$ cat src/rtl/pipe_ctrl.sv
// pipe_ctrl: stall/flush sequencer driving PC and pipeline-register enables for the 5-stage pipeline
module pipe_ctrl #(
  parameter int CNT_W = 16
) (
  input  logic             clk,
  input  logic             rst,
  input  logic             if_stall,
  input  logic             dmem_busy,
  input  logic             idex_mem_read,
  input  logic             idex_rd_valid,
  input  logic [2:0]       idex_rd,
  input  logic [2:0]       ifid_rs,
  input  logic             ifid_rs_used,
  input  logic [2:0]       ifid_rt,
  input  logic             ifid_rt_used,
  input  logic             ex_redirect,
  input  logic             idex_halt,
  input  logic             memwb_halt,
  output logic             pc_en,
  output logic             ifid_en,
  output logic             idex_en,
  output logic             exmem_en,
  output logic             memwb_en,
  output logic             ifid_flush,
  output logic             idex_flush,
  output logic             exmem_flush,
  output logic             memwb_flush,
  output logic             halted,
  output logic [CNT_W-1:0] stall_cnt
);
  typedef enum logic [1:0] {RUN, MEM_WAIT, DRAIN, HALTED} state_t;
  state_t state_q, state_d, base;
  logic redir_pend_q, redir_pend_d, drain_ret_q, drain_ret_d, lu, drain;
  logic [CNT_W-1:0] stall_cnt_q, stall_cnt_d;
  always_comb begin
    {pc_en, ifid_en, idex_en, exmem_en, memwb_en} = '0;
    {ifid_flush, idex_flush, exmem_flush, memwb_flush} = '0;
    halted = 1'b0;
    state_d = state_q;
    redir_pend_d = redir_pend_q;
    drain_ret_d = drain_ret_q;
    lu = idex_mem_read && idex_rd_valid &&
         ((ifid_rs_used && ifid_rs == idex_rd) || (ifid_rt_used && ifid_rt == idex_rd));
    // once memory is done, MEM_WAIT behaves exactly like the state it interrupted
    base = (state_q == MEM_WAIT) ? (drain_ret_q ? DRAIN : RUN) : state_q;
    drain = base == DRAIN;
    if (base == HALTED) halted = 1'b1;
    else if (dmem_busy) begin
      memwb_en = 1'b1;
      memwb_flush = 1'b1;
      state_d = MEM_WAIT;
      drain_ret_d = drain;
    end else begin
      {pc_en, ifid_en, idex_en, exmem_en, memwb_en} = '1;
      state_d = base;
      if (ex_redirect) begin
        ifid_flush = 1'b1;
        idex_flush = 1'b1;
        redir_pend_d = if_stall;
      end else if (lu && !drain) begin
        pc_en = 1'b0;
        ifid_en = 1'b0;
        idex_flush = 1'b1;
      end else if (if_stall || redir_pend_q) begin
        pc_en = 1'b0;
        ifid_flush = 1'b1;
        redir_pend_d = redir_pend_q && if_stall;
      end
      if (drain) begin
        pc_en = 1'b0;
        ifid_flush = 1'b1;
        state_d = memwb_halt ? HALTED : DRAIN;
      end else if (idex_halt && !ex_redirect) state_d = DRAIN;
    end
    if (!rst) begin
      {pc_en, ifid_en, idex_en, exmem_en, memwb_en} = '0;
      {ifid_flush, idex_flush, exmem_flush, memwb_flush} = '0;
      halted = 1'b0;
    end
    stall_cnt_d = (state_q != HALTED && !pc_en && stall_cnt_q != '1) ? stall_cnt_q + 1'b1 : stall_cnt_q;
  end
  always_ff @(posedge clk) begin
    if (!rst) begin
      state_q <= RUN;
      redir_pend_q <= 1'b0;
      drain_ret_q <= 1'b0;
      stall_cnt_q <= '0;
    end else begin
      state_q <= state_d;
      redir_pend_q <= redir_pend_d;
      drain_ret_q <= drain_ret_d;
      stall_cnt_q <= stall_cnt_d;
    end
  end
  assign stall_cnt = stall_cnt_q;
endmodule

$ cat config.mk
export PLATFORM = sky130hd
export DESIGN_NAME = pipe_ctrl
export DESIGN_NICKNAME = d
export VERILOG_FILES = /design/src/rtl/pipe_ctrl.sv
export SDC_FILE = /design/constraint.sdc
export NUM_CORES = 1
export LEC_CHECK = 0
export BUFFER_PORTS_ARGS = -buffer_cell sky130_fd_sc_hd__buf_2
export CAP_MARGIN = 15
export CELL_PAD_IN_SITES_DETAIL_PLACEMENT = 1
export CELL_PAD_IN_SITES_GLOBAL_PLACEMENT = 1
export CORE_MARGIN = 1
export CORE_UTILIZATION = 32
export CTS_CLUSTER_DIAMETER = 80
export DETAILED_ROUTE_END_ITERATION = 10
export PLACE_DENSITY = 0.84
export SLEW_MARGIN = 0
export SYNTH_ARGS = -nofsm -noshare
export SYNTH_HDL_FRONTEND = slang
export SYNTH_SLANG_ARGS = --single-unit
$ cat constraint.sdc
create_clock -name clk -period 1.94 [get_ports clk]
set_clock_uncertainty 0.05 [all_clocks]
set_input_delay 0.485 -clock clk [delete_from_list [all_inputs] [get_ports clk]]
set_output_delay 0.485 -clock clk [all_outputs]
set_load 0.02 [all_outputs]
==> impl_metrics.yaml, run 1 <==
run_status:
  status: "finished with violations"
  violations: "negative setup slack"
floorplan:
  ios: 46
  die_h_um: 65.2
  dieWidth_um: 65.2
  core_area_mm2: 0.00374
  row_count: 22
  die_area_mm2: 0.00425
  initial_core_util: 0.341
global_route:
  antenna_found_initial: 0
  grt_overflow: 0
  first_global_vias: 1522
  grt_first_pass_wirelength_um: 6870
  track_usage: 0.207
  grt_max_degree: 16
sta:
  hold_ws_ns: 0.426
  fin_ws_ns: -0.301
  grt_setup_unrepaired: "yes"
  setup_tns_ns: -3.45
  max_freq_ghz: 0.446
  finalHoldViolCount: 0
  setup_viol: 20
  post-route-period-util: 1.16
  slew_viol_final: 0
  period_minus_slack_ns: 2.24
setup_path:
  slowest_delay_ns: 0.38
  start_kind: "flop"
  crit_fanout: 4
  critPathKind: "reg2out"
  arrival_ns: 1.71
  crit_chain: "nand2_2 -> o211ai_1 -> a211oi_4 -> buf_6 -> nor3_1 -> buf_2"
  crit_path_end_kind: "output pin"
  slowest_stage: "dfxtp_4"
  critPathRequiredTime_ns: 1.40
power_and_ir_drop:
  pwr-share-comb: 0.299
  p_leak_nw: 0.911
  peakVddDrop_uv: 256
  clkPwrFrac: 0.280
  p_sw_frac: 0.304
  pwr_density_cell_mw_per_mm2: 472
  p_seq_frac: 0.421
  p_sw_w: 0.000311
  internal_power_w: 0.000712
synthesis:
  ys_warn_count: 0
  syn_area_per_cell_um2: 8.40
  synth_edf_count: 0
  synth_nets: 173
  netlist_area_mm2: 0.00128
  async_reset_ff_frac: 0
  synth-seq-cells: 20
  synth_ff_type: "dfxtp_1"
  seq_area_frac_synth: 0.313
  synthCells: 152
  synth.distinct_cells: 48
placed_design:
  port-buffer-count: 44
  dpl-instance-area_mm2: 0.00182
  place.gp.congestion: 0.785
  dp_hpwl_um: 3020
clock_tree:
  clk_pin_slew_worst_paths_ns: 0.08
  clk_path_buf_depth: 2
  htree_levels: 1
  clkLatencyLatePin_ns: 0.26
  ctsHoldBuffers: 0
  root_buffer: "clkbuf_8"
  clock-sinks: 20
  cts_tree: "built"
  cts_buffers: 3
routing:
  drc: 0
  routedWlPerCell_um: 17.4
  viasPerCell: 5.31
  ant_nets: 0
  drt_iter0_drc: 55
  totalWireLength_um: 4880
  via_count: 1491
  dr.pass1.iters: 4
cells_and_area:
  area_growth_pct: 69.6
  drive_gt1_frac: 0.532
  diodes: 0
  final_nets: 255
  fin_util: 0.579
  fillerInstances: 452
  finalInstanceArea_mm2: 0.00217
flow_run:
  timing.max_cap.violations: 0
min_path:
  hold_path.class: "reg2reg"
-- repair_timing --
item	4_1_cts	5_1_grt
setup endpoints to repair	15	21
cloned	1	0
setup buffers	5	5
pin swaps	20	8
resized for setup	37	15
-- sequential cells by signal, indices dropped and copies added (netlist names) --
register      flops
drain_ret_q       1
redir_pend_q      1
state_q           2
stall_cnt        16
-- Yosys cell counts (2+ instances only) --
master / instances / area (µm²)
nor3b_1: 2 / 15.0
nand4_2: 2 / 25.0
xnor2_2: 2 / 32.5
or4_1: 2 / 15.0
and4_1: 2 / 17.5
inv_1: 3 / 11.3
and3_1: 2 / 12.5
nand4_1: 3 / 18.8
o21a_1: 3 / 22.5
xnor2_1: 5 / 43.8
nand2_1: 20 / 75.1
nand3_1: 6 / 30.0
dfxtp_1: 20 / 400
a21oi_1: 3 / 15.0
nand2b_1: 3 / 18.8
a21boi_1: 9 / 67.6
a21boi_0: 4 / 30.0
o31ai_1: 2 / 15.0
or3_1: 9 / 56.3
buf_4: 3 / 22.5
clkbuf_1: 4 / 15.0
nor2_1: 4 / 15.0
nor3_1: 2 / 10.0
o21ai_0: 13 / 65.1
-- worst max-delay path: cells and delay by family (launching register included) --
family	cells	cell delay, ns
flip-flops	1	0.38
AND/OR/NAND/NOR	2	0.26
AO/OA/AOI/OAI	2	0.45
buffers and inverters	2	0.36
-- cell type report --
| cell class | instances | area (µm²) | share of cell area |
|---|---|---|---|
| repair buffers | 85 | 608 | 0.281 |
| multi-input cells | 121 | 1020 | 0.472 |
| clock inverters | 1 | 3.75 | 0.00173 |
| flip-flops and latches | 20 | 420 | 0.194 |
| clock buffers | 3 | 41.3 | 0.0191 |
| well taps | 48 | 60.1 | 0.0277 |
| inverters | 3 | 11.3 | 0.00520 |
-- path summary, 6_finish.rpt --
| check | start | endpoint | slack [ns] | cells after the start |
|---|---|---|---|---|
| min | redir_pend_q | redir_pend_q | 0.43 | 2 |
| max reg2reg | state_q[0] | stall_cnt[8] | -0.23 | 7 |
| max | state_q[0] | ifid_en | -0.30 | 6 |
| min reg2reg | redir_pend_q | redir_pend_q | 0.43 | 2 |
-- layer usage --
layer	track usage	routed length [µm]
met5	0	0
met4	0.0707	125
met3	0.0174	160
met2	0.412	2700
met1	0.224	1890
-- cells in the final DEF (no fill, tap or decap), drive strengths merged --
cell     instances
a211oi           2
a21boi          13
a21oi            3
a2bb2oi          1
a31oi            1
and2             1
and2b            1
and3             3
and4             3
buf             85
clkbuf           3
clkinv           1
conb             1
dfxtp           20
ha               1
inv              3
mux2i            1
nand2           20
nand2b           3
nand3            6
nand3b           1
nand4            5
nor2             4
nor2b            1
nor3             2
nor3b            2
nor4             1
o211ai           2
o21a             3
o21ai           15
o311ai           1
o31a             1
o31ai            2
o41ai            1
or3             10
or3b             1
or4              2
xnor2            7
-- cells by family after synthesis --
family | Yosys count | share of synthesized area
multiplexers | 1 | 0.00784
XOR/XNOR | 7 | 0.0597
flip-flops | 20 | 0.313
AND/OR/NAND/NOR | 66 | 0.304
buffers and inverters | 12 | 0.0509
adder cells (fa/ha/maj) | 1 | 0.00979
other | 1 | 0.00294
AO/OA/AOI/OAI | 44 | 0.252
-- stage by stage --
step / total power [W] / instances / worst slack [ns]
after detailed placement: 0.000673 / 267 / -0.351
after floorplan: 0.000572 / 152 / -0.0403
final: 0.00102 / 281 / -0.301
after global placement: 0.000664 / 267 / -0.257
after CTS: 0.000987 / 277 / -0.216
after global routing: 0.00107 / 281 / -0.374
-- power groups by stage --
stage | logic, W | clock network (W) | registers [W]
after global placement | 0.000226 | 0 | 0.000438
after CTS | 0.000272 | 0.000284 | 0.000431
after detailed placement | 0.000234 | 0 | 0.000439
after floorplan | 0.000122 | 0 | 0.000450
final | 0.000306 | 0.000286 | 0.000431
after global routing | 0.000325 | 0.000310 | 0.000432
Power figures use the tool's default switching activity.
==> run 2: changes to the inputs <==
--- a/config.mk
+++ b/config.mk
@@ -5,15 +5,16 @@
 export SDC_FILE = /design/constraint.sdc
 export NUM_CORES = 1
 export LEC_CHECK = 0
+export ABC_AREA = 1
 export BUFFER_PORTS_ARGS = -buffer_cell sky130_fd_sc_hd__buf_2
 export CAP_MARGIN = 15
 export CELL_PAD_IN_SITES_DETAIL_PLACEMENT = 1
 export CELL_PAD_IN_SITES_GLOBAL_PLACEMENT = 1
 export CORE_MARGIN = 1
-export CORE_UTILIZATION = 32
+export CORE_UTILIZATION = 31
 export CTS_CLUSTER_DIAMETER = 80
 export DETAILED_ROUTE_END_ITERATION = 10
-export PLACE_DENSITY = 0.84
+export PLACE_DENSITY = 0.83
 export SLEW_MARGIN = 0
 export SYNTH_ARGS = -nofsm -noshare
 export SYNTH_HDL_FRONTEND = slang
==> run 2 against run 1 <==
The run still ends with negative setup slack left; power grew 2.0%; clock-buffer cell count grew 1; synthesized cell count grew 43%; combinational power shrank 13%; routed wire length grew 21%; first-iteration DRC count grew 110%; flip-flop and latch count is the same; area after synthesis grew 12%; non-clock buffer count shrank 11; critical path depth grew 1; critical path type unchanged.
==> impl_metrics.yaml, run 2 <==
global_route:
  grt_first_pass_wirelength_um: 8740
  antenna_found_initial: 0
  track_usage: 0.226
  grt_max_degree: 18
  first_global_vias: 1860
  grt_overflow: 0
cells_and_area:
  drive_gt1_frac: 0.483
  diodes: 0
  fillerInstances: 581
  layout_common_cells: "nand2_1, buf_2, buf_4"
  final_nets: 310
  largest_register_ffs: 16
  finalInstanceArea_mm2: 0.00218
  fin_util: 0.493
  final_common_cell: "nand2_1"
  area_growth_pct: 51.7
placed_design:
  dpl-instance-area_mm2: 0.00184
  place.gp.congestion: 0.787
  port-buffer-count: 44
  dp_hpwl_um: 3460
routing:
  totalWireLength_um: 5890
  dr.pass1.iters: 4
  drt_iter0_drc: 115
  viasPerCell: 5.34
  via_count: 1816
  ant_nets: 0
  routedWlPerCell_um: 17.3
  drc: 0
clock_tree:
  clk_pin_slew_worst_paths_ns: 0.08
  clk_path_buf_depth: 2
  root_buffer: "clkbuf_8"
  htree_levels: 1
  clock-sinks: 20
  cts_tree: "built"
  clkLatencyLatePin_ns: 0.27
  cts_buffers: 3
setup_path:
  critPathRequiredTime_ns: 1.40
  reg2reg_slack_ns: 0.06
  crit_chain: "a21o_1 -> a21oi_2 -> nand3_2 -> a21boi_4 -> a21oi_2 -> nor2_2 -> buf_6"
  cp.depth: 7
  crit_buf_inv: 1
  crit_fanout: 2
  slowest_stage: "dfxtp_2"
  crit_path_end_kind: "output pin"
  worstRegToRegCells: 9
  cpMostUsedCell: "a21oi_2"
  slowest_delay_ns: 0.35
  arrival_ns: 1.60
  start_kind: "flop"
  critPathKind: "reg2out"
  r2r-start: "stall_cnt[0]"
  cpLargestDelayFamily: "compound AO/OA/AOI/OAI gates"
  reg2reg_to: "stall_cnt[3]"
floorplan:
  dieWidth_um: 70.0
  initial_core_util: 0.325
  die_h_um: 70.0
  die_area_mm2: 0.00491
  row_count: 24
  ios: 46
  core_area_mm2: 0.00441
synthesis:
  yosys.area.top_type: "dfxtp_1"
  synth_nets: 239
  async_reset_ff_frac: 0
  seq_area_frac_synth: 0.279
  yosysMostFrequentCell: "nand2_1"
  synth_ff_type: "dfxtp_1"
  yosys-top-cells-area: "dfxtp_1, nand2_1, nand4_1"
  synthTopCellsByCount: "nand2_1, inv_1, dfxtp_1, nor2_1, nand4_1"
  netlist.area_leader.share: 0.279
  synth_edf_count: 0
  synth.distinct_cells: 32
  netlist_area_mm2: 0.00144
  synthCells: 218
  synth-seq-cells: 20
  ys_warn_count: 0
  syn_area_per_cell_um2: 6.58
sta:
  grt_setup_unrepaired: "yes"
  period_minus_slack_ns: 2.13
  hold_ws_ns: 0.415
  slew_viol_final: 0
  max_freq_ghz: 0.469
  worstMarginPinSlew_ns: 0.517
  slew_headroom: 0.653
  setup_viol: 4
  finalHoldViolCount: 0
  post-route-period-util: 1.10
  fin_ws_ns: -0.194
power_and_ir_drop:
  peakVddDrop_uv: 362
  pwr_density_cell_mw_per_mm2: 479
  p_leak_nw: 1.04
  p_total_w: 0.00104
run_status:
  status: "finished with violations"
  violations: "negative setup slack"
min_path:
  min_path_cells: 3
  whs_endpoint: "state_q[0]"
  hold_path.class: "in2reg"
  hp-start: "memwb_halt"
flow_run:
  timing.max_cap.violations: 0
-- run 2: worst max path at each step --
stage                 end        from  slack (ns)
2_1_floorplan       pc_en   dmem_busy       0.006
3_3_place_gp   ifid_flush  idex_rd[2]       -0.13
3_5_place_dp   ifid_flush  idex_rd[1]       -0.26
4_1_cts        ifid_flush  idex_rd[2]       -0.11
5_1_grt        ifid_flush  idex_rd[2]       -0.25
6_report       ifid_flush  state_q[1]       -0.19
-- run 2: what timing repair did --
action	in CTS	in global routing
pin swaps	16	21
cloned	0	1
resized for setup	27	35
setup buffers	5	6
hold buffers	0	0
setup endpoints to repair	6	21
-- run 2: cells by family after synthesis --
| family | Yosys count | synth area share |
|---|---|---|
| AO/OA/AOI/OAI | 23 | 0.108 |
| XOR/XNOR | 10 | 0.0610 |
| adder cells (fa/ha/maj) | 1 | 0.00872 |
| buffers and inverters | 38 | 0.112 |
| flip-flops | 20 | 0.279 |
| other | 1 | 0.00261 |
| AND/OR/NAND/NOR | 125 | 0.429 |
-- run 2: per-layer routing --
layer | vias up | global-route usage | routed length [µm]
met2 | 68 | 0.423 | 3180
met3 | 14 | 0.0447 | 266
met1 | 880 | 0.241 | 2330
met5 | - | 0 | 0
li1 | 854 | - | -
met4 | 0 | 0.104 | 107
-- run 2: per-stage QoR --
stage	TNS [ns]	setup WS, ns	std cells
after global routing	-0.816	-0.248	340
after global placement	-0.208	-0.126	326
final	-0.440	-0.194	340
after CTS	-0.191	-0.114	334
after floorplan	0	0.00602	218
after detailed placement	-1.55	-0.255	326
-- run 2: where the power goes --
part           leakage (nW)  internal [W]  switching, W
Combinational         0.848      0.000114      0.000152
Sequential            0.163      0.000423     0.0000135
Clock                0.0288      0.000182      0.000159
-- run 2: layout make-up --
cell class              count  area [µm²]  share of cell area
flip-flops and latches     20         407               0.187
well taps                  52        65.1              0.0299
multi-input cells         161        1000               0.460
repair buffers             74         536               0.246
clock buffers               4        55.1              0.0253
inverters                  29         114              0.0523
-- run 2: worst register-to-register path: cells and delay by family (launching register included) --
kind	cells	cell delay [ns]
and+or+nand+nor	7	1.04
AOI/OAI and AO/OA	1	0.15
DFF	1	0.38
adders and majority gates	1	0.20
==> run 3: changes to the inputs <==
--- a/config.mk
+++ b/config.mk
@@ -6,8 +6,9 @@
 export NUM_CORES = 1
 export LEC_CHECK = 0
 export ABC_AREA = 1
+export ABC_CLOCK_PERIOD_IN_PS = 1940
 export BUFFER_PORTS_ARGS = -buffer_cell sky130_fd_sc_hd__buf_2
-export CAP_MARGIN = 15
+export CAP_MARGIN = 30
 export CELL_PAD_IN_SITES_DETAIL_PLACEMENT = 1
 export CELL_PAD_IN_SITES_GLOBAL_PLACEMENT = 1
 export CORE_MARGIN = 1
@@ -15,6 +16,7 @@
 export CTS_CLUSTER_DIAMETER = 80
 export DETAILED_ROUTE_END_ITERATION = 10
 export PLACE_DENSITY = 0.83
+export RECOVER_POWER = 50
 export SLEW_MARGIN = 0
 export SYNTH_ARGS = -nofsm -noshare
 export SYNTH_HDL_FRONTEND = slang
==> run 3 against run 2 <==
The run still ends with negative setup slack left; sequential power hardly changed; clock power hardly changed; clock-buffer cell count stayed put; largest cell class unchanged.
==> impl_metrics.yaml, run 3 (synthesis gave the netlist of run 2 again) <==
routing:
  ant_nets: 0
  drc: 0
  routedWlPerCell_um: 17.3
  drt_iter0_drc: 115
  totalWireLength_um: 5890
  viasPerCell: 5.34
  via_count: 1816
  dr.pass1.iters: 4
floorplan:
  core_area_mm2: 0.00441
  die_h_um: 70.0
  initial_core_util: 0.325
  ios: 46
  die_area_mm2: 0.00491
  row_count: 24
  dieWidth_um: 70.0
cells_and_area:
  final_nets: 310
  drive_gt1_frac: 0.476
  fillerInstances: 582
  layout_common_cells: "nand2_1, buf_2, buf_4"
  finalInstanceArea_mm2: 0.00217
  area_growth_pct: 51.5
  fin_util: 0.493
  final_common_cell: "nand2_1"
  layoutNonFillerInstCount: 340
  diodes: 0
  largest_register_ffs: 16
clock_tree:
  clock-sinks: 20
  cts_tree: "built"
  ctsHoldBuffers: 0
  htree_levels: 1
  root_buffer: "clkbuf_8"
  clkLatencyLatePin_ns: 0.27
  clk_pin_slew_worst_paths_ns: 0.08
  clk_path_buf_depth: 2
  cts_buffers: 3
setup_path:
  critPathRequiredTime_ns: 1.40
  arrival_ns: 1.60
  r2r-start: "stall_cnt[0]"
  reg2reg_to: "stall_cnt[3]"
  reg2reg_slack_ns: 0.06
  crit_path_end_kind: "output pin"
  crit_fanout: 2
  worstRegToRegCells: 9
  start_kind: "flop"
  critPathKind: "reg2out"
sta:
  setup_tns_ns: -0.440
  finalHoldViolCount: 0
  setup_viol: 4
  slew_headroom: 0.653
  grt_setup_unrepaired: "yes"
  fin_ws_ns: -0.194
  post-route-period-util: 1.10
  max_freq_ghz: 0.469
  slew_viol_final: 0
  worstMarginPinSlew_ns: 0.517
  period_minus_slack_ns: 2.13
min_path:
  whs_endpoint: "state_q[0]"
  hold_path.class: "in2reg"
  hp-start: "memwb_halt"
  min_path_cells: 3
placed_design:
  dpl-instance-area_mm2: 0.00184
  dp_hpwl_um: 3460
  port-buffer-count: 44
  dp_cells: 326
  place.gp.congestion: 0.787
global_route:
  met2_usage: 0.423
  grt_first_pass_wirelength_um: 8740
  grt_max_degree: 18
  antenna_found_initial: 0
  globalRouteMet3Util: 0.0447
  grt_overflow: 0
  top_usage_layer: "met2"
  first_global_vias: 1860
  met1_usage: 0.241
  track_usage: 0.226
power_and_ir_drop:
  pwr-share-comb: 0.254
  p_total_w: 0.00104
  peakVddDrop_uv: 362
  clkPwrFrac: 0.326
  pwr_density_cell_mw_per_mm2: 480
  p_leak_nw: 1.03
  p_sw_w: 0.000325
  p_seq_frac: 0.419
  internal_power_w: 0.000718
  p_sw_frac: 0.311
flow_run:
  timing.max_cap.violations: 0
run_status:
  violations: "negative setup slack"
  status: "finished with violations"
-- run 3: worst max path at each step --
stage / start / end / slack [ns] / depth (start not counted)
finish: state_q[1] / ifid_flush / -0.19 / 7
global route: idex_rd[2] / ifid_flush / -0.25 / 12
CTS: idex_rd[2] / ifid_flush / -0.11 / 11
detailed placement: idex_rd[1] / ifid_flush / -0.26 / 12
global placement: idex_rd[2] / ifid_flush / -0.13 / 12
floorplan: dmem_busy / pc_en / 0.006 / 6
-- run 3: cell type report --
| type | instances | area, µm² | area share |
|---|---|---|---|
| Multi-Input combinational cell | 161 | 1000 | 0.460 |
| Tap cell | 52 | 65.1 | 0.0299 |
| Clock buffer | 4 | 55.1 | 0.0253 |
| Timing Repair Buffer | 74 | 533 | 0.245 |
| Sequential cell | 20 | 407 | 0.187 |
| Inverter | 29 | 114 | 0.0524 |
-- run 3: stage by stage --
stage	setup slack [ns]	hold slack, ns
after floorplan	0.00602	0.405
final	-0.194	0.415
after global routing	-0.248	0.432
after global placement	-0.126	0.416
after CTS	-0.114	0.414
after detailed placement	-0.255	0.437
-- run 3: critical path: stages (launching register included) --
cell and delay [ns]:
dfxtp_2 0.35, a21o_1 0.18, a21oi_2 0.20, nand3_2 0.11, a21boi_4 0.16, a21oi_2 0.14
nor2_2 0.06, buf_6 0.12
-- run 3: what timing repair did --
action / in CTS / in global routing
setup buffers: 5 / 6
cloned: 0 / 1
endpoints found under the setup margin: 6 / 21
resized for setup: 27 / 35
pin swaps: 16 / 21
-- run 3: power by group through the flow --
stage / combinational (W) / clock, W / sequential, W
2_1_floorplan: 0.000114 / 0 / 0.000450
3_3_place_gp: 0.000195 / 0 / 0.000441
3_5_place_dp: 0.000202 / 0 / 0.000442
4_1_cts: 0.000231 / 0.000334 / 0.000434
5_1_grt: 0.000286 / 0.000360 / 0.000438
6_report: 0.000265 / 0.000340 / 0.000437
-- run 3: per-layer routing --
layer  share of wire  routed length, µm  vias to the layer above
li1                -                  -                      854
met1            0.40               2340                      880
met2            0.54               3180                       68
met3           0.045                264                       14
met4           0.018                107                        0
met5               0                  0                        -
